===== config.mk =====
export PLATFORM = sky130hd
export DESIGN_NAME = fetch_predictor_flat
export DESIGN_NICKNAME = d
export VERILOG_FILES = /design/src/rtl/cpu_core_pkg.sv /design/src/rtl/fetch_predictor_if.sv /design/src/rtl/bht_2bit.sv /design/src/rtl/fetch_predictor.sv /design/src/flat_wrapper.sv
export SDC_FILE = /design/constraint.sdc
export NUM_CORES = 1
export LEC_CHECK = 0
export CORE_UTILIZATION = 54
export DETAILED_ROUTE_END_ITERATION = 6
export PLACE_DENSITY = 0.79
export SYNTH_ARGS = -nofsm -noshare
export SYNTH_HDL_FRONTEND = slang
export SYNTH_SLANG_ARGS = --single-unit

===== constraint.sdc =====
create_clock -name clock_i -period 4.9 [get_ports clock_i]
set_input_delay 0.735 -clock clock_i [delete_from_list [all_inputs] [get_ports clock_i]]
set_output_delay 0.735 -clock clock_i [all_outputs]
set_load 0.01 [all_outputs]

===== src/rtl/cpu_core_pkg.sv =====
// Shared core package: opcodes, BHT counter type, NOP, fetch->decode bundle.
// Also provides B/J immediate extraction helpers and the PC_INIT default.
`ifndef PC_INIT
`define PC_INIT 32'h0000_0000
`endif

package cpu_core_pkg;
  localparam int XLEN = 32;

  localparam logic [6:0] OP_BRANCH = 7'b1100011;
  localparam logic [6:0] OP_JAL    = 7'b1101111;
  localparam logic [6:0] OP_JALR   = 7'b1100111;

  localparam logic [31:0] INSTR_NOP = 32'h0000_0013;

  typedef enum logic [1:0] {
    SNT = 2'd0,
    WNT = 2'd1,
    WT  = 2'd2,
    ST  = 2'd3
  } bht_cnt_t;

  typedef struct packed {
    logic [XLEN-1:0] pc;
    logic [31:0]     instr;
    logic            pred;
  } if_id_t;

  function automatic logic [31:0] imm_b(input logic [31:0] i);
    return {{19{i[31]}}, i[31], i[7],
            i[30:25], i[11:8], 1'b0};
  endfunction

  function automatic logic [31:0] imm_j(input logic [31:0] i);
    return {{11{i[31]}}, i[31], i[19:12],
            i[20], i[30:21], 1'b0};
  endfunction
endpackage


===== src/rtl/fetch_predictor_if.sv =====
// Fetch bus: imem address/instruction plus the fetch->decode register.
// master = fetch stage, slave = memory/decode side.
interface fetch_predictor_if;
  import cpu_core_pkg::*;

  logic [XLEN-1:0] imem_addr_o;
  logic [31:0]     instr_i;
  logic [XLEN-1:0] pc_o;
  logic [31:0]     instr_o;
  logic            pred_taken_o;
  logic            bubble_o;

  modport master (
    output imem_addr_o, pc_o, instr_o,
    output pred_taken_o, bubble_o,
    input  instr_i
  );

  modport slave (
    input  imem_addr_o, pc_o, instr_o,
    input  pred_taken_o, bubble_o,
    output instr_i
  );
endinterface


===== src/rtl/bht_2bit.sv =====
// Table of 2-bit saturating direction counters, reset to WNT.
// Ports: combinational read (rd_idx_i/rd_cnt_o), sync update (upd_*).
module bht_2bit
  import cpu_core_pkg::*;
#(
  parameter int ENTRIES = 64,
  localparam int IW = $clog2(ENTRIES)
) (
  input  logic          clock_i,
  input  logic          reset_i,
  input  logic [IW-1:0] rd_idx_i,
  output bht_cnt_t      rd_cnt_o,
  input  logic          upd_en_i,
  input  logic [IW-1:0] upd_idx_i,
  input  logic          upd_taken_i
);
  bht_cnt_t cnt_q [ENTRIES];
  bht_cnt_t cnt_d [ENTRIES];
  bht_cnt_t cur;

  // No bypass: a same-cycle update is not visible to the read.
  assign rd_cnt_o = cnt_q[rd_idx_i];

  always_comb begin
    cnt_d = cnt_q;
    cur   = cnt_q[upd_idx_i];
    if (upd_en_i) begin
      if (upd_taken_i && cur != ST)
        cnt_d[upd_idx_i] = bht_cnt_t'(cur + 2'd1);
      else if (!upd_taken_i && cur != SNT)
        cnt_d[upd_idx_i] = bht_cnt_t'(cur - 2'd1);
    end
  end

  always_ff @(posedge clock_i) begin
    if (reset_i) begin
      for (int i = 0; i < ENTRIES; i++)
        cnt_q[i] <= WNT;
    end else begin
      cnt_q <= cnt_d;
    end
  end
endmodule


===== src/rtl/fetch_predictor.sv =====
// Fetch PC generator with bimodal B-type prediction, JAL always taken.
// Ports: clock/reset/stall, fetch bus (fp), flush redirect, BHT training.
module fetch_predictor
  import cpu_core_pkg::*;
#(
  parameter logic [XLEN-1:0] PC_INIT = `PC_INIT,
  parameter int BHT_ENTRIES = 64
) (
  input  logic            clock_i,
  input  logic            reset_i,
  input  logic            stall_i,
  fetch_predictor_if.master fp,
  input  logic            flush_i,
  input  logic [XLEN-1:0] redirect_pc_i,
  input  logic            res_valid_i,
  input  logic [XLEN-1:0] res_pc_i,
  input  logic            res_taken_i
);
  localparam int IW = $clog2(BHT_ENTRIES);

  logic [XLEN-1:0] pc_q, pc_d;
  if_id_t          dec_q, dec_d;
  logic            bubble_q, bubble_d;

  logic [6:0]      opcode;
  logic            is_br, is_jal;
  logic [31:0]     imm;
  logic [XLEN-1:0] target;
  bht_cnt_t        rd_cnt;
  logic            pred;

  logic unused_bits;
  assign unused_bits = ^{res_pc_i[XLEN-1:IW+2],
                         res_pc_i[1:0]};

  bht_2bit #(.ENTRIES(BHT_ENTRIES)) u_bht (
    .clock_i     (clock_i),
    .reset_i     (reset_i),
    .rd_idx_i    (pc_q[IW+1:2]),
    .rd_cnt_o    (rd_cnt),
    .upd_en_i    (res_valid_i && !stall_i),
    .upd_idx_i   (res_pc_i[IW+1:2]),
    .upd_taken_i (res_taken_i)
  );

  assign opcode = fp.instr_i[6:0];
  assign is_br  = (opcode == OP_BRANCH);
  assign is_jal = (opcode == OP_JAL);
  assign imm    = is_jal ? imm_j(fp.instr_i)
                         : imm_b(fp.instr_i);
  // Matches execute's resolution target so its compare is exact.
  assign target = pc_q + 32'd4 + imm;
  assign pred   = is_jal | (is_br & rd_cnt[1]);

  always_comb begin
    pc_d     = pc_q;
    dec_d    = dec_q;
    bubble_d = bubble_q;
    if (flush_i) begin
      pc_d        = redirect_pc_i;
      dec_d.instr = INSTR_NOP;
      dec_d.pred  = 1'b0;
      bubble_d    = 1'b1;
    end else if (!stall_i) begin
      pc_d     = pred ? target : pc_q + 32'd4;
      dec_d    = '{pc: pc_q, instr: fp.instr_i,
                   pred: pred};
      bubble_d = 1'b0;
    end
  end

  always_ff @(posedge clock_i) begin
    if (reset_i) begin
      pc_q     <= PC_INIT;
      dec_q    <= '{pc: PC_INIT, instr: INSTR_NOP,
                    pred: 1'b0};
      bubble_q <= 1'b1;
    end else begin
      pc_q     <= pc_d;
      dec_q    <= dec_d;
      bubble_q <= bubble_d;
    end
  end

  assign fp.imem_addr_o  = pc_q;
  assign fp.pc_o         = dec_q.pc;
  assign fp.instr_o      = dec_q.instr;
  assign fp.pred_taken_o = dec_q.pred;
  assign fp.bubble_o     = bubble_q;
endmodule


===== src/flat_wrapper.sv =====
// flat-port wrapper written by rule: the top's interface ports become plain ports
module fetch_predictor_flat import cpu_core_pkg::*;
#(
  parameter logic [XLEN-1:0] PC_INIT = `PC_INIT,
  parameter int BHT_ENTRIES = 64
)
  (clock_i, reset_i, stall_i, flush_i, redirect_pc_i, res_valid_i, res_pc_i, res_taken_i, fp_imem_addr_o, fp_pc_o, fp_instr_o, fp_pred_taken_o, fp_bubble_o, fp_instr_i);
  fetch_predictor_if fp_i ();
  input  logic clock_i;
  input  logic reset_i;
  input  logic stall_i;
  input  logic flush_i;
  input  logic [XLEN-1:0] redirect_pc_i;
  input  logic res_valid_i;
  input  logic [XLEN-1:0] res_pc_i;
  input  logic res_taken_i;
  output wire logic [$bits(fp_i.imem_addr_o)-1:0] fp_imem_addr_o;
  output wire logic [$bits(fp_i.pc_o)-1:0] fp_pc_o;
  output wire logic [$bits(fp_i.instr_o)-1:0] fp_instr_o;
  output wire logic [$bits(fp_i.pred_taken_o)-1:0] fp_pred_taken_o;
  output wire logic [$bits(fp_i.bubble_o)-1:0] fp_bubble_o;
  input wire logic [$bits(fp_i.instr_i)-1:0] fp_instr_i;
  assign fp_imem_addr_o = fp_i.imem_addr_o;
  assign fp_pc_o = fp_i.pc_o;
  assign fp_instr_o = fp_i.instr_o;
  assign fp_pred_taken_o = fp_i.pred_taken_o;
  assign fp_bubble_o = fp_i.bubble_o;
  assign fp_i.instr_i = fp_instr_i;
  fetch_predictor #(.PC_INIT(PC_INIT), .BHT_ENTRIES(BHT_ENTRIES)) u_core (.clock_i(clock_i), .reset_i(reset_i), .stall_i(stall_i), .fp(fp_i), .flush_i(flush_i), .redirect_pc_i(redirect_pc_i), .res_valid_i(res_valid_i), .res_pc_i(res_pc_i), .res_taken_i(res_taken_i));
endmodule

Word-level counts from Yosys, hierarchy flattened --
Index checks and enable logic that the tools add are counted.
Operators by class: add/sub/neg operators 4, order comparisons 3, equal/unequal tests 4, muxes and demuxes 16, bitwise gates (word level) 6, reductions and logical operators 11
Operators with widths (count):
- bitwise mux 128 bit | 2
- 2-to-1 mux 128 bit | 2
- 2-to-1 mux 32 bit | 3
- adder 32 x 3 -> 32 bit, second input constant | 1
- adder 32 bit | 1
- binary-select mux 2 bit (select 6 bit) | 2
- 2-to-1 mux 20 bit | 1
- == test 7 bit, second input constant | 2
- >= comparator 7 bit, second input constant | 2
- NOT 6 -> 7 bit | 2
- demux 2 bit (select 6 bit) | 1
- 2-to-1 mux 2 bit | 5
- less-than comparator 7 x 1 -> 1 bit, second input constant | 1
- logical AND 1 bit | 4
- AND reduction 2 bit | 2
- nonzero test 2 bit | 2
- adder 2 x 1 -> 2 bit, second input constant | 1
- zero test 1 bit | 2
- inequality test 2 x 1 -> 1 bit, second input constant | 1
- inequality test 2 bit, second input constant | 1
- NOT 1 bit | 2
- OR reduction 2 bit | 1
- subtractor 2 x 1 -> 2 bit, second input constant | 1
- bitwise AND 1 bit | 1
- OR 1 bit | 1
Storage, ports and cells: register bits after elaboration 226, input bits 102, output and inout bits 98, word-level logic and storage cells 113

Logic depth before layout (Yosys ltp) --
depth after elaboration 9, depth in mapped cells 19, mapped depth without buffers 17

Hierarchy --
Synthesis repeated with hierarchy kept, for this count alone.
Second synthesis, totals: cell total of the unflattened synthesis 1721, area total of the unflattened synthesis 14151.1 um^2
By module, submodules not included:
- bht_2bit | instances 1, cells an instance 800, area an instance 7185.6 um^2, sequential area each 2562.5 um^2
- fetch_predictor | instances 1, cells an instance 921, area an instance 6965.4 um^2, sequential area each 1961.9 um^2

Least setup slack after synthesis --
OpenSTA, ideal clock, no wires.
path type in2reg, start in fp_instr_i[1], end reg u_core.pc_q[24], in the netlist u_core.fp.imem_addr_o[24], library setup time 0.117 ns, arrival 4.233 ns, data required time 4.783 ns, slack 0.550 ns, cell stages on the path 16, path buffers 2, path through nor2b_1 nand4_1 nor2_1 clkbuf_1 clkbuf_1 mux2_2 ha_1 o211ai_1 o211ai_1 a221oi_1 o31a_1 o21a_1 o31a_1 xnor2_1 o211ai_1 a32o_1
Between the ends: longest elaborated chain between the ends 6, elaborated cells on any way between the ends 9, classes of those cells add/sub (1); eq/ne (2); mux (4); bitwise (2)
RTL lines:
- start: declaration | line flat_wrapper.sv:22 | input wire logic [$bits(fp_i.instr_i)-1:0] fp_instr_i;
- == test 7 bit (on tied branches) | line fetch_predictor.sv:48, fetch_predictor.sv:47
- 2-to-1 mux 20 bit or bitwise AND 1 bit (tied branches) | line fetch_predictor.sv:49, fetch_predictor.sv:53
- adder 32 bit or OR 1 bit (tied branches) | line fetch_predictor.sv:52, fetch_predictor.sv:53
- 2-to-1 mux 32 bit (*) | line fetch_predictor.sv:65 | pc_d = pred ? target : pc_q + 32'd4;
- 2-to-1 mux 32 bit (*) | line fetch_predictor.sv:64 | end else if (!stall_i) begin
- 2-to-1 mux 32 bit (*) | line fetch_predictor.sv:59 | if (flush_i) begin
- end signal: assignment | line fetch_predictor.sv:79 | pc_q <= pc_d;
- end: declaration | line fetch_predictor.sv:21 | logic [XLEN-1:0] pc_q, pc_d;
Every way passes the cells marked *; elsewhere a longest branch is shown, timed or not. The select of a mux whose other input is x is not followed. A chain may end at the register's enable or synchronous reset.

Worst setup path after layout --
start in res_pc_i[4], end reg u_core.u_bht.cnt_q[73] (netlist bit)
Between the ends: longest elaborated chain between the ends 8, elaborated cells on any way between the ends 21, classes of those cells add/sub (2); order compare (2); eq/ne (1); mux (9); bitwise (1); reduce/logical (6)
RTL lines:
- start: declaration | line flat_wrapper.sv:15 | input logic [XLEN-1:0] res_pc_i;
- NOT 6 -> 7 bit (not written as such) (*) | line bht_2bit.sv:26, bht_2bit.sv:29, bht_2bit.sv:31
- binary-select mux 2 bit (select 6 bit), or another cell as far along | line bht_2bit.sv:26 | cur = cnt_q[upd_idx_i];
- 2-to-1 mux 2 bit (not written as such) or logical AND 1 bit (tied branches) | line bht_2bit.sv:26, bht_2bit.sv:29, bht_2bit.sv:31
- 2-to-1 mux 2 bit (on tied branches) | line bht_2bit.sv:26, bht_2bit.sv:29, bht_2bit.sv:31
- subtractor 2 x 1 -> 2 bit, or another cell as far along | line bht_2bit.sv:31 | cnt_d[upd_idx_i] = bht_cnt_t'(cur - 2'd1);
- bitwise mux 128 bit, or another cell as far along | line bht_2bit.sv:31
- 2-to-1 mux 128 bit or nonzero test 2 bit (tied branches)
- 2-to-1 mux 128 bit or AND reduction 2 bit (tied branches)
- end signal: assignment | line bht_2bit.sv:40 | cnt_q <= cnt_d;
- end: declaration | line bht_2bit.sv:17 | bht_cnt_t cnt_q [ENTRIES];
Marked as above.

==> qor.txt <==
Wire length on met2: 18.8 mm
Unrepaired setup endpoints after global routing: no
CTS buffer count: 24
CTS tree: built
Avg WL per Cell: 20.1 um
Reg area: 4520 sq um
EDFF count, synth: 0
Mapped Nets: 1694
Largest fanout on the critical path: 14
Met3 WL: 4.17 mm
H-tree depth: 1
Req. time, crit path: 5.29 ns
Post-Syn Instances: 1555
TNS Setup: 0 ns
Fmax: 227 MHz
Worst-path cell chain: clkdlybuf4s50_1 > or3_1 > o22ai_1 > o41ai_1 > o21ai_0 > nor4_2 > ha_1 > nor2b_1 > o211ai_1 > nor2_1 > buf_4 > nand2_1 > mux2i_1 > nor2_1
# DRC: 0
Most common cell after layout, fill and taps aside: nand2_1
Pre-CTS WS: 0.0691 ns
Top layer in use: met4
GP Congestion: 0.990
Number of global-route vias before repair: 12000
Dpl cell area: 14500 sq um
Fin crit period: 4.41 ns
Final Core Density: 67.9%
Hold buffers post-CTS: 0
Post-CTS sizing: 0
First-pass GRT wire length: 63.2 mm
Die area: 23600 sq um
Startpoint types: input pin
Max_slew headroom: 24.2%
CTS Sinks: 226
YS warnings: 0
DR vias: 12600
Crit path largest cell delay: 0.69 ns
Clock Tree Buf Depth: 3
P_leak: 5.95 nW
Fin nets: 1844
Number of port buffers: 173
Synth async-reset ratio: 0%
Seq/Total Area, Yosys: 36.5%
Post-CTS setup buffers: 0
I/O pin cnt: 200
Core area: 22600 sq um
Max Cap Violations: 0
Vias per Instance: 6.29
Most used cell, CP: nor2_1
Setup-failing EPs final: 0
Largest net degree at the start of global routing: 69
Synth unique cells: 74
Reg clk slew, reported paths: 0.06 ns
Clk_skew: 0.0134 ns
CP max stage cell: clkdlybuf4s50_1
Mean Syn Cell Area: 7.97 sq um
Cell area after technology mapping: 12400 sq um
Die height: 153 um
Post-DRT Antenna Nets: 0
Synthesized flop and latch total: 226
Area of the multi-input gates: 7290 sq um
HPWL after DPL: 27.7 mm
Post-Route WL: 40.4 mm
P&R area growth vs syn: 23.7%
Commonest non-fill, non-tap cells in the layout: nand2_1, dfxtp_1, clkdlybuf4s50_1
Worst hold-check path type: flop to flop
# diodes: 0
Fill cells: 1887
Clk root buf: clkbuf_16
Setup WS post-layout: 0.493 ns
CP Data Arrival Time: 4.80 ns
WL met1: 15.5 mm
GRT overflow: 0
Peak supply drop: 312 uV
GRT Overall Usage: 33.6%
Fin. max-slew vios: 0
Worst-Margin Slew: 1.13 ns
Ys flop type: dfxtp_1
Starting density of the core: 54.9%
Critical Path End Type: flop
Layout cells sized above 1: 8.59%
Hold Fails Final Rpt: 0
Status: completed
Drt initial violations: 1062
Initial antenna violation count: 0
Num rows: 55
Worst Path Class, Setup: input pin to flop
Final period utilization: 89.9%
Pwr Density: 295 nW/um^2
Final Instance Area: 15300 sq um
Clock Latency Late Sink: 0.53 ns
DIE WIDTH: 153 um
DR pass1 iterations: 6
[through the flow]
stage | hold slack, ns | std cells | total power [mW]
2_1_floorplan | 0.444 | 1555 | 2.37
3_3_place_gp | 0.443 | 1964 | 2.65
3_5_place_dp | 0.443 | 1964 | 2.66
4_1_cts | 0.454 | 2008 | 4.53
5_1_grt | 0.472 | 2008 | 4.68
6_report | 0.454 | 2008 | 4.53
[layer usage]
metal	GRT usage, %	vias up
met4	17.3	0
met2	56.5	732
met3	6.15	146
li1	-	5908
met5	0	-
met1	41.0	5837
[cells by family after synthesis]
| kind of cell | Yosys count | share of synthesized area (%) |
|---|---|---|
| xor+xnor | 54 | 3.82 |
| compound gates | 438 | 22.8 |
| simple gates | 589 | 20.9 |
| buf+inv | 139 | 4.77 |
| fa+ha+maj | 37 | 3.80 |
| flops | 226 | 36.5 |
| mux | 72 | 7.43 |
[power by group]
part           total [mW]  switching [mW]  internal, mW
clock network        1.89           0.770          1.12
registers            1.92          0.0461          1.88
logic               0.716           0.404         0.312
[cell usage after synthesis (all sizes together) (19+ instances only)]
| cell | number | area share, % |
|---|---|---|
| mux2i | 47 | 3.8 |
| nand3 | 88 | 3.6 |
| nand2 | 317 | 9.6 |
| a21o | 19 | 1.2 |
| clkbuf | 88 | 2.7 |
| ha | 36 | 3.6 |
| a21oi | 148 | 6.0 |
| o21ai | 44 | 1.8 |
| xnor2 | 36 | 2.5 |
| nor2 | 97 | 3.0 |
| a22oi | 34 | 2.1 |
| dfxtp | 226 | 37 |
| buf | 26 | 1.3 |
| o22ai | 45 | 2.3 |
| o211ai | 70 | 4.2 |
| inv | 23 | 0.70 |
[worst max-delay path, delay by kind of cell]
| family | cells | cell delay (ns) |
|---|---|---|
| multiplexers | 1 | 0.19 |
| AND/OR/NAND/NOR | 6 | 1.20 |
| AO/OA/AOI/OAI | 4 | 1.51 |
| buffers and inverters | 2 | 0.92 |
| adder cells (fa/ha/maj) | 1 | 0.22 |
[cell type report]
type | count | share of cell area [%]
inverters | 25 | 0.612
repair buffers | 238 | 14.6
clock inverters | 10 | 0.735
well taps | 285 | 2.33
multi-input cells | 1190 | 47.6
clock buffers | 34 | 4.63
flip-flops and latches | 226 | 29.5
[path summary, 6_finish.rpt]
check / cells after the start / end / start / slack, ns
max: 14 / u_core.u_bht.cnt_q[73] / res_pc_i[4] / 0.49
min: 2 / u_core.fp.pc_o[27] / u_core.fp.pc_o[27] / 0.45
max reg2reg: 17 / u_core.fp.imem_addr_o[29] / u_core.fp.imem_addr_o[2] / 0.56
min reg2reg: 2 / u_core.fp.pc_o[27] / u_core.fp.pc_o[27] / 0.45
Power figures use the tool's default switching activity.
